## src/rtl/counter_pkg.sv

```systemverilog
// Shared definitions for the up/down modulus counter family: direction
// constants, digit clamping and parameter legality.
package counter_pkg;

  localparam logic DIR_UP   = 1'b1;
  localparam logic DIR_DOWN = 1'b0;

  localparam int unsigned MAX_DIGIT_W = 31;

  // Clamp a loaded digit into the legal range 0..radix-1.
  function automatic int unsigned clamp_digit(input int unsigned val,
                                              input int unsigned radix);
    return (val >= radix) ? (radix - 32'd1) : val;
  endfunction

  // True when radix fits in a digit of digit_w bits and is at least 2.
  function automatic bit radix_legal(input int unsigned digit_w,
                                     input int unsigned radix);
    return (digit_w >= 32'd1) && (digit_w <= MAX_DIGIT_W) &&
           (radix >= 32'd2) && (radix <= (32'd1 << digit_w));
  endfunction

endpackage : counter_pkg

```

## src/rtl/mod_digit.sv

```systemverilog
// One modulo-RADIX digit of the cascaded counter. A step at RADIX-1 going up
// returns to 0; a step at 0 going down returns to RADIX-1.
module mod_digit
  import counter_pkg::*;
#(
  parameter int unsigned DIGIT_W = 4,
  parameter int unsigned RADIX   = 10
) (
  input  logic               clk,
  input  logic               rst_n,
  input  logic               step,
  input  logic               dir,
  input  logic               load,
  input  logic [DIGIT_W-1:0] load_digit,
  output logic [DIGIT_W-1:0] digit,
  output logic               at_max,
  output logic               at_zero
);

  localparam logic [DIGIT_W-1:0] MAX_DIGIT = DIGIT_W'(RADIX - 32'd1);

  logic [DIGIT_W-1:0] digit_q;
  logic [DIGIT_W-1:0] digit_d;
  logic [DIGIT_W-1:0] load_clamped;

  assign load_clamped = DIGIT_W'(clamp_digit(32'(load_digit), RADIX));
  assign at_max       = (digit_q == MAX_DIGIT);
  assign at_zero      = (digit_q == '0);
  assign digit        = digit_q;

  // Next digit value: load beats step, step wraps at the digit boundaries.
  always_comb begin
    digit_d = digit_q;
    if (load) begin
      digit_d = load_clamped;
    end else if (step) begin
      if (dir == DIR_UP) begin
        digit_d = at_max ? '0 : (digit_q + DIGIT_W'(1));
      end else begin
        digit_d = at_zero ? MAX_DIGIT : (digit_q - DIGIT_W'(1));
      end
    end
  end

  // Digit register.
  always_ff @(posedge clk or negedge rst_n) begin
    if (!rst_n) begin
      digit_q <= '0;
    end else begin
      digit_q <= digit_d;
    end
  end

endmodule : mod_digit

```

## src/rtl/updown_mod_counter.sv

```systemverilog
// Multi-digit up/down modulus counter with parallel load, combinational
// terminal count and a registered wrap pulse.
// Build option: define UPDOWN_COUNTER_SAT_EN for saturating mode (count holds
// at terminal count, wrap tied low).
module updown_mod_counter
  import counter_pkg::*;
#(
  parameter int unsigned DIGIT_W = 4,
  parameter int unsigned RADIX   = 10,
  parameter int unsigned DIGITS  = 2
) (
  input  logic                      clk,
  input  logic                      rst_n,
  input  logic                      en,
  input  logic                      dir,
  input  logic                      load,
  input  logic [DIGITS*DIGIT_W-1:0] load_val,
  output logic [DIGITS*DIGIT_W-1:0] count,
  output logic                      tc,
  output logic                      wrap
);

  if (!radix_legal(DIGIT_W, RADIX)) begin : g_radix_illegal
    $error("updown_mod_counter: RADIX must be in 2..2**DIGIT_W");
  end

  logic [DIGITS-1:0] at_max;
  logic [DIGITS-1:0] at_zero;
  logic [DIGITS-1:0] up_ok;
  logic [DIGITS-1:0] dn_ok;
  logic [DIGITS-1:0] step;
  logic              all_max;
  logic              all_zero;
  logic              count_step;
  logic              wrap_q;
  logic              wrap_d;

  assign all_max  = &at_max;
  assign all_zero = &at_zero;
  assign tc       = (dir == DIR_UP) ? all_max : all_zero;
  assign wrap     = wrap_q;

`ifdef UPDOWN_COUNTER_SAT_EN
  assign count_step = en & ~load & ~tc;
`else
  assign count_step = en & ~load;
`endif

  // Carry/borrow chain: a digit moves only when every lower digit is at the
  // boundary for the current direction.
  always_comb begin
    up_ok    = '0;
    dn_ok    = '0;
    up_ok[0] = 1'b1;
    dn_ok[0] = 1'b1;
    for (int k = 1; k < int'(DIGITS); k++) begin
      up_ok[k] = up_ok[k-1] & at_max[k-1];
      dn_ok[k] = dn_ok[k-1] & at_zero[k-1];
    end
  end

  // Per-digit step enables for the selected direction.
  always_comb begin
    step = '0;
    for (int k = 0; k < int'(DIGITS); k++) begin
      step[k] = count_step & ((dir == DIR_UP) ? up_ok[k] : dn_ok[k]);
    end
  end

  for (genvar k = 0; k < DIGITS; k++) begin : g_digit
    mod_digit #(
      .DIGIT_W (DIGIT_W),
      .RADIX   (RADIX)
    ) u_digit (
      .clk        (clk),
      .rst_n      (rst_n),
      .step       (step[k]),
      .dir        (dir),
      .load       (load),
      .load_digit (load_val[k*DIGIT_W +: DIGIT_W]),
      .digit      (count[k*DIGIT_W +: DIGIT_W]),
      .at_max     (at_max[k]),
      .at_zero    (at_zero[k])
    );
  end

  // Wrap event: an enabled, non-load edge taken at terminal count.
  always_comb begin
    wrap_d = 1'b0;
`ifndef UPDOWN_COUNTER_SAT_EN
    wrap_d = en & ~load & tc;
`endif
  end

  // Wrap pulse register.
  always_ff @(posedge clk or negedge rst_n) begin
    if (!rst_n) begin
      wrap_q <= 1'b0;
    end else begin
      wrap_q <= wrap_d;
    end
  end

endmodule : updown_mod_counter

```

## config.mk

```make
export PLATFORM = sky130hd
export DESIGN_NAME = updown_mod_counter
export DESIGN_NICKNAME = d
export VERILOG_FILES = /design/src/rtl/counter_pkg.sv /design/src/rtl/mod_digit.sv /design/src/rtl/updown_mod_counter.sv
export SDC_FILE = /design/constraint.sdc
export NUM_CORES = 1
export LEC_CHECK = 0
export CORE_MARGIN = 2
export CORE_UTILIZATION = 44
export CTS_CLUSTER_SIZE = 28
export DETAILED_ROUTE_END_ITERATION = 12
export PLACE_DENSITY_LB_ADDON = 0.12
export SYNTH_ARGS = -nofsm -noshare
export SYNTH_HDL_FRONTEND = slang
export SYNTH_SLANG_ARGS = --single-unit
export TNS_END_PERCENT = 5
```

## constraint.sdc

```tcl
create_clock -name clk -period 2.64 [get_ports clk]
set_clock_uncertainty 0.1 [all_clocks]
set_input_delay 0.264 -clock clk [delete_from_list [all_inputs] [get_ports clk]]
set_output_delay 0.264 -clock clk [all_outputs]
set_load 0.03 [all_outputs]
```

## Word level (Yosys, flattened, before mapping)

Index checks and enable logic that the tools add are counted.

| operators by class | value |
|---|---|
| $add $sub $neg | 4 |
| $lt $le $gt $ge | 2 |
| equality and inequality tests | 2 |
| mux-type cells | 14 |
| bitwise logic cells | 4 |
| reductions and logical operators | 6 |

Operators by type and width:

| cell | count |
|---|---|
| 4-bit 2-to-1 mux | 12 |
| 4-bit by 1-bit adder with 4-bit output (second input constant) | 2 |
| 4-bit equality test (second input constant) | 2 |
| 4-bit >= comparator (second input constant) | 2 |
| 4-bit zero test | 2 |
| 4-bit by 1-bit subtractor with 4-bit output (second input constant) | 2 |
| 2-bit AND reduction | 2 |
| 2-bit nonzero test | 2 |
| 1-bit bitwise AND | 3 |
| 1-bit 2-to-1 mux | 2 |
| 1-bit NOT | 1 |

| word-level totals | value |
|---|---|
| register bits | 9 |
| input port bits | 13 |
| output and inout port bits | 10 |
| logic and storage cells | 35 |

## Longest topological paths before layout

Gate-level depths: netlist (run 1).

| depth | value |
|---|---|
| depth in word-level cells | 5 |
| gate-level depth with buffers | 6 |
| mapped depth without buffers | 4 |

## By module

A second synthesis (run 1) with hierarchy kept.

| second synthesis, totals | value |
|---|---|
| cells, all modules | 101 |
| area total of the unflattened synthesis | 902.1 um2 |

Modules (own cells, without submodules):

| module | instances | cells an instance | area an instance (um2) | seq. area each (um2) |
|---|---|---|---|---|
| mod_digit | 2 | 46 | 407.9 | 100.1 |
| updown_mod_counter | 1 | 9 | 86.3 | 25.0 |

## Worst setup path before layout (run 1)

OpenSTA, ideal clock, no wires.

| path | value |
|---|---|
| path kind | register to register |
| start point | reg g_digit[1].u_digit.digit_q[1] |
| end point | reg wrap_q (netlist: wrap) |
| library setup time | 0.080 ns |
| data arrival time | 1.795 ns |
| required time | 2.460 ns |
| slack | 0.665 ns |
| cell stages (with the launch flop) | 6 |
| buffers on the path | 1 |
| clock period less this slack | 1.975 ns |
| cell sequence | dfrtp_1 -> buf_2 -> or4_4 -> nor3_1 -> a21o_1 -> nor3b_2 |

| on the way | value |
|---|---|
| cells in the longest elaborated chain, start to end | 4 |
| elaborated cells on any way between the ends | 6 |
| those cells by class | 1 x eq/ne; 1 x mux; 1 x bitwise; 3 x reduce/logical |

Ends and longest elaborated chain:

| item | RTL line | source |
|---|---|---|
| from (decl) | mod_digit.sv:22 | `logic [DIGIT_W-1:0] digit_q;` |
| from (signal assigned) | mod_digit.sv:50 | `digit_q <= digit_d;` |
| 4-bit equality test / 4-bit zero test (equally long branches) | mod_digit.sv:27, mod_digit.sv:28 |  |
| 2-bit AND reduction, on equally long branches | updown_mod_counter.sv:38, updown_mod_counter.sv:39 |  |
| 1-bit 2-to-1 mux (*) | updown_mod_counter.sv:40 | `assign tc = (dir == DIR_UP) ? all_max : all_zero;` |
| via tc | updown_mod_counter.sv:19 | `output logic tc,` |
| 1-bit bitwise AND (*) | updown_mod_counter.sv:91 | `wrap_d = en & ~load & tc;` |
| via wrap_d | updown_mod_counter.sv:36 | `logic wrap_d;` |
| to (signal assigned) | updown_mod_counter.sv:100 | `wrap_q <= wrap_d;` |
| to (decl) | updown_mod_counter.sv:35 | `logic wrap_q;` |

The timed path passes the listed nets; every way through them passes the cells marked *.
A chain may end at the register's enable or synchronous reset.

## Final worst setup path (run 1)

| path | value |
|---|---|
| start point | reg g_digit[0].u_digit.digit_q[0] |
| end point | out tc |

| on the way | value |
|---|---|
| cells in the longest elaborated chain, start to end | 3 |
| elaborated cells on any way between the ends | 5 |
| those cells by class | 1 x eq/ne; 1 x mux; 3 x reduce/logical |

Ends and longest elaborated chain:

| item | RTL line |
|---|---|
| from (decl) | mod_digit.sv:22 |
| from (signal assigned) | mod_digit.sv:50 |
| 4-bit equality test / 4-bit zero test (equally long branches) | mod_digit.sv:27, mod_digit.sv:28 |
| 2-bit AND reduction, on equally long branches | updown_mod_counter.sv:38, updown_mod_counter.sv:39 |
| 1-bit 2-to-1 mux (*) | updown_mod_counter.sv:40 |
| to (decl) | updown_mod_counter.sv:19 |

Mark *: on every way between the ends. The rest lies on a longest branch, timed or not.

==> results of run 1 <==
==> power breakdown <==
| group | internal [uW] | total [uW] | switching (uW) |
|---|---|---|---|
| sequential | 151 | 198 | 46.9 |
| combinational | 95.2 | 182 | 86.3 |
| clock | 58.1 | 104 | 46.1 |
==> per-stage QoR <==
stage / power [uW] / instances / utilization, % / instance area, um2 / hold slack, ps
finish: 484 / 150 / 57.0 / 1080 / 199
global route: 517 / 150 / 57.0 / 1080 / 237
CTS: 489 / 150 / 57.0 / 1080 / 213
detailed placement: 383 / 146 / 55.7 / 1060 / 488
global placement: 380 / 146 / 55.7 / 1060 / 479
floorplan: 322 / 108 / - / 867 / -132
==> path summary, 6_finish.rpt <==
path,from,end,cells past startpoint
max reg2reg,g_digit[0].u_digit.digit[0],g_digit[1].u_digit.digit[3],4
min in group clk,load_val[2],g_digit[0].u_digit.digit[2],3
min,rst_n,g_digit[1].u_digit.digit[1],1
max in group asynchronous,rst_n,g_digit[0].u_digit.digit[2],1
min reg2reg,g_digit[0].u_digit.digit[3],g_digit[0].u_digit.digit[3],2
max,g_digit[0].u_digit.digit[0],tc,4
==> layer usage <==
layer | vias to the layer above | global-route usage (%)
met5 | - | 0
met3 | 0 | 3.70
met4 | 0 | 3.33
li1 | 427 | -
met1 | 404 | 22.8
met2 | 21 | 30.1
==> cells in the final DEF (no fill, tap or decap), types with 3 or more instances in the layout <==
cell type / n
a21oi_1: 7
and3b_1: 3
clkbuf_4: 3
clkdlybuf4s50_1: 21
dfrtp_1: 9
inv_1: 3
nand2_1: 3
nand2b_1: 4
nand3_1: 3
nand3b_1: 3
nor2_1: 8
nor2b_1: 4
o211ai_1: 3
o21ai_0: 9
xnor2_1: 4
==> logic make-up (layout without fill, tap and decap cells) <==
group                     Yosys count  count (layout)  share of synthesized area [%]
AOI/OAI and AO/OA                  35              35                           27.7
and+or+nand+nor                    44              44                           32.2
DFF                                 9               9                           26.0
xor gates and xnor gates            5               5                           5.05
buffers and inverters              15              30                           9.09
==> worst max-delay path, stage by stage, from the launching register on <==
cell	delay, ps
dfrtp_1	550
or4_1	580
nor3_1	190
a21o_1	130
buf_4	160
==> sequential cells by signal, indices dropped and copies added (netlist names) <==
signal,flops
g_digit.u_digit.digit,8
wrap,1
==> layout make-up <==
type / count / area share [%]
clock buffers: 4 / 2.42
repair buffers: 23 / 20.8
inverters: 3 / 1.04
well taps: 27 / 3.11
multi-input cells: 84 / 51.9
flip-flops and latches: 9 / 20.8
==> impl_metrics.env, run 1 <==
export IMPL_critPathCaptureType="output pin"
export IMPL_cts_clk_slew_worst_paths_ps=60
export IMPL_drt_iter0_drc=14
export IMPL_tns_ps=0
export IMPL_final_max_slew_viol_count=0
export IMPL_setup_viol=0
export IMPL_die_x_um=48.4
export IMPL_nFillCells=190
export IMPL_dp_slack_ps=386
export IMPL_ys_warn_count=0
export IMPL_multiInputGateArea_um2=563
export IMPL_cts_hold_buf=0
export IMPL_cts_tree="built"
export IMPL_area_growth_pct=25.1
export IMPL_grt_pass1_vias=733
export IMPL_syn_area_um2=867
export IMPL_grt_max_degree=18
export IMPL_num_rows=16
export IMPL_final_seq_area_um2=225
export IMPL_wl_met1_um=877
export IMPL_remaining_drc_errors=0
export IMPL_gp_routability_congestion=0.814
export IMPL_synth_top_area_share_pct=26.0
export IMPL_met2_length_um=1010
export IMPL_power_leakage_uw=0.000433
export IMPL_period_share_pct=84.1
export IMPL_ioPinCount=23
export IMPL_final_nets=137
export IMPL_ys_ff_latch=9
export IMPL_ys_top_cells_by_count="9 x dfrtp_1, 9 x o21ai_0, 8 x nor2_1"
export IMPL_core_um2=1900
export IMPL_synth_edff_count=0
export IMPL_initial_core_util_pct=45.6
export IMPL_worst_setup_path_start_kind="flop"
export IMPL_maxCapViolCount=0
export IMPL_clockBufferDepth=2
export IMPL_ys_flop_type="dfrtp_1"
export IMPL_syn_nets=121
export IMPL_hold_class="input pin to asynchronous set/reset pin"
export IMPL_max_freq_mhz=451
export IMPL_overflow=0
export IMPL_min_period_ps=2220
export IMPL_dieArea_um2=2340
export IMPL_maxUsedRoutingLayer="met3"
export IMPL_outcome="finished, final reports clean"
export IMPL_power_density_nw_per_um2=446
export IMPL_viasPerCell=5.68
export IMPL_grt_pass1_wl_um=3320
export IMPL_wl_um=1960
export IMPL_worstPathArrival_ps=1860
export IMPL_place_hpwl_um=1390
export IMPL_yosysTopAreaCell="dfrtp_1"
export IMPL_worst_pin_slew_ps=587
export IMPL_cts_made_buffers=3
export IMPL_synth_seq_area_share_pct=26.0
export IMPL_die_h_um=48.4
export IMPL_wl_met3_um=67
export IMPL_critPathMaxFanout=16
export IMPL_final_antenna_net_count=0
export IMPL_max_slew_margin_pct=60.8
export IMPL_insertion_delay_ps=250
export IMPL_first_pass_iters=4
export IMPL_async_flop_share_pct=100
export IMPL_worst_slack_ps=420
export IMPL_layout_drive_gt1_share_pct=8.94
export IMPL_root_buffer="clkbuf_4"
export IMPL_yosys_top_cells_area="dfrtp_1 26%, o21ai_0 5.2%, a21oi_1 4.0%"
export IMPL_diodes=0
export IMPL_post_drt_wl_per_cell_um=13.0
export IMPL_cp_required_ps=2280
export IMPL_critPathKind="flop to output pin"
export IMPL_synth_distinct_cells=43
export IMPL_post_cts_resized=0
export IMPL_postCtsSetupRepairBufs=0
export IMPL_cts_num_sinks=9
export IMPL_vdd_drop_max_mv=0.322
export IMPL_hold_violations=0
export IMPL_synthCells=108
export IMPL_antenna_found_initial=0
export IMPL_ff2ff_setup_slack_ps=680
export IMPL_h_tree_depth=1
export IMPL_rsz0062_at_grt="false"
export IMPL_syn_area_per_cell_um2=8.03
export IMPL_grt_usage_pct=17.5
export IMPL_vias=852
export IMPL_port_buffers=22
No activity file was read; power rests on OpenSTA's default activity.
==> run 2, diff against run 1 <==
==> constraint.sdc (replaced) <==
create_clock -name clk -period 2.1 [get_ports clk]
set_clock_uncertainty 0.1 [all_clocks]
set_input_delay 0.21 -clock clk [delete_from_list [all_inputs] [get_ports clk]]
set_output_delay 0.21 -clock clk [all_outputs]
set_load 0.03 [all_outputs]
==> run 2 against run 1 <==
Compared with the run above: worst hold slack got worse by 59 ps; sequential share of layout area is 1.2 points lower; power is 32% higher; routed wire length rose by 4.5%; flip-flop and latch count unchanged; critical path type unchanged; critical endpoint unchanged.
==> impl_metrics.env, run 2 (synthesis results as in run 1) <==
export IMPL_outcome="finished, final reports clean"
export IMPL_worst_setup_path_start_kind="flop"
export IMPL_nFillCells=178
export IMPL_layout_commonest_cell="clkdlybuf4s50_1"
export IMPL_critPathTopFamily="simple AND/OR/NAND/NOR gates"
export IMPL_grt_pass1_wl_um=3520
export IMPL_period_share_pct=95.8
export IMPL_r2r_start="g_digit[0].u_digit.digit[3]"
export IMPL_layout_drive_gt1_share_pct=16.7
export IMPL_cts_hold_buf=0
export IMPL_grt_max_degree=18
export IMPL_tns_ps=0
export IMPL_post_drt_wl_per_cell_um=12.8
export IMPL_root_buffer="clkbuf_4"
export IMPL_ioPinCount=23
export IMPL_final_max_slew_viol_count=0
export IMPL_max_slew_margin_pct=62.2
export IMPL_vias=850
export IMPL_viasPerCell=5.35
export IMPL_cts_clk_slew_worst_paths_ps=70
export IMPL_num_rows=16
export IMPL_rr_worst_depth=4
export IMPL_insertion_delay_ps=260
export IMPL_port_buffers=22
export IMPL_first_pass_iters=3
export IMPL_place_hpwl_um=1590
export IMPL_die_h_um=48.4
export IMPL_largest_reg_flops=8
export IMPL_postCtsSetupRepairBufs=0
export IMPL_cp_slowest_cell="or4_1"
export IMPL_core_um2=1900
export IMPL_critPathCaptureType="output pin"
export IMPL_cts_made_buffers=3
export IMPL_worst_pin_slew_ps=565
export IMPL_diodes=0
export IMPL_gp_routability_congestion=0.831
export IMPL_min_period_ps=2010
export IMPL_worstPathArrival_ps=1700
export IMPL_post_cts_resized=0
export IMPL_remaining_drc_errors=0
export IMPL_worstPathCellList="or4_1 > nor3_1 > a21o_1 > buf_4"
export IMPL_grt_pass1_vias=783
export IMPL_final_nets=146
export IMPL_hold_class="input pin to asynchronous set/reset pin"
export IMPL_setup_viol=0
export IMPL_area_growth_pct=33.2
export IMPL_cp_required_ps=1790
export IMPL_power_leakage_uw=0.000478
export IMPL_antenna_found_initial=0
export IMPL_cts_tree="built"
export IMPL_rr_endpoint="g_digit[1].u_digit.digit[3]"
export IMPL_critPathMaxFanout=5
export IMPL_ff2ff_setup_slack_ps=270
export IMPL_dieArea_um2=2340
export IMPL_worstPathBufferInverterCount=1
export IMPL_mostFrequentLayoutCells="21 x clkdlybuf4s50_1, 11 x buf_4, 9 x o21ai_0, 8 x nor2_1, 8 x dfrtp_1"
export IMPL_max_freq_mhz=497
export IMPL_clockBufferDepth=2
export IMPL_vdd_drop_max_mv=0.448
export IMPL_grt_usage_pct=19.1
export IMPL_final_antenna_net_count=0
export IMPL_power_density_nw_per_um2=553
export IMPL_hold_violations=0
export IMPL_rsz0062_at_grt="false"
export IMPL_initial_core_util_pct=45.6
export IMPL_critPathKind="flop to output pin"
export IMPL_timing_hold_ws_ps=140
export IMPL_maxCapViolCount=0
export IMPL_h_tree_depth=1
export IMPL_critPathMaxStageDelay_ps=530
export IMPL_die_x_um=48.4
export IMPL_overflow=0
export IMPL_drt_iter0_drc=5
export IMPL_wl_um=2040
export IMPL_cts_num_sinks=9
-- run 2: changes by cell type in the layout (fill, tap and decap cells not counted), sizes merged --
cell and change:
clkinv +1, clkbuf -1, buf +9
-- run 2: final cells by class --
class,instances,area (um2),area share (%)
clock buffers,3,22.5,1.95
clock inverters,1,5.00,0.433
inverters,3,11.3,0.975
multi-input cells,84,563,48.8
flip-flops and latches,9,226,19.6
well taps,27,33.8,2.93
repair buffers,32,293,25.4
-- run 2: metrics by stage --
stage | worst slack [ps] | area [um2] | cells | power, uW | util (%)
2_1_floorplan | 125 | 867 | 108 | 404 | -
3_3_place_gp | 109 | 1130 | 155 | 503 | 59.2
3_5_place_dp | 68.9 | 1130 | 155 | 510 | 59.2
4_1_cts | 40.0 | 1150 | 159 | 644 | 60.7
5_1_grt | 11.1 | 1150 | 159 | 683 | 60.7
6_report | 87.9 | 1150 | 159 | 638 | 60.7
-- run 2: metal layers --
layer	wire, um	vias up	global-route usage [%]
li1	-	440	-
met1	889	392	22.0
met2	1070	16	35.0
met3	63	2	5.25
met4	17	0	4.76
met5	0	-	0
-- run 2: power by group --
| group | internal (uW) | leakage, uW | switching [uW] |
|---|---|---|---|
| sequential | 191 | 0.000109 | 29.8 |
| combinational | 140 | 0.000351 | 144 |
| clock | 70.2 | 0.0000177 | 62.6 |
-- run 2: how the worst max path moves through the flow --
stage,start,to,slack (ps),depth (start not counted)
finish,g_digit[0].u_digit.digit[0],tc,90,4
global route,g_digit[0].u_digit.digit[0],tc,10,4
CTS,g_digit[0].u_digit.digit[2],tc,40,4
detailed placement,dir,g_digit[1].u_digit.digit[3],70,5
global placement,dir,g_digit[1].u_digit.digit[3],110,5
floorplan,g_digit[1].u_digit.digit[1],wrap,130,5
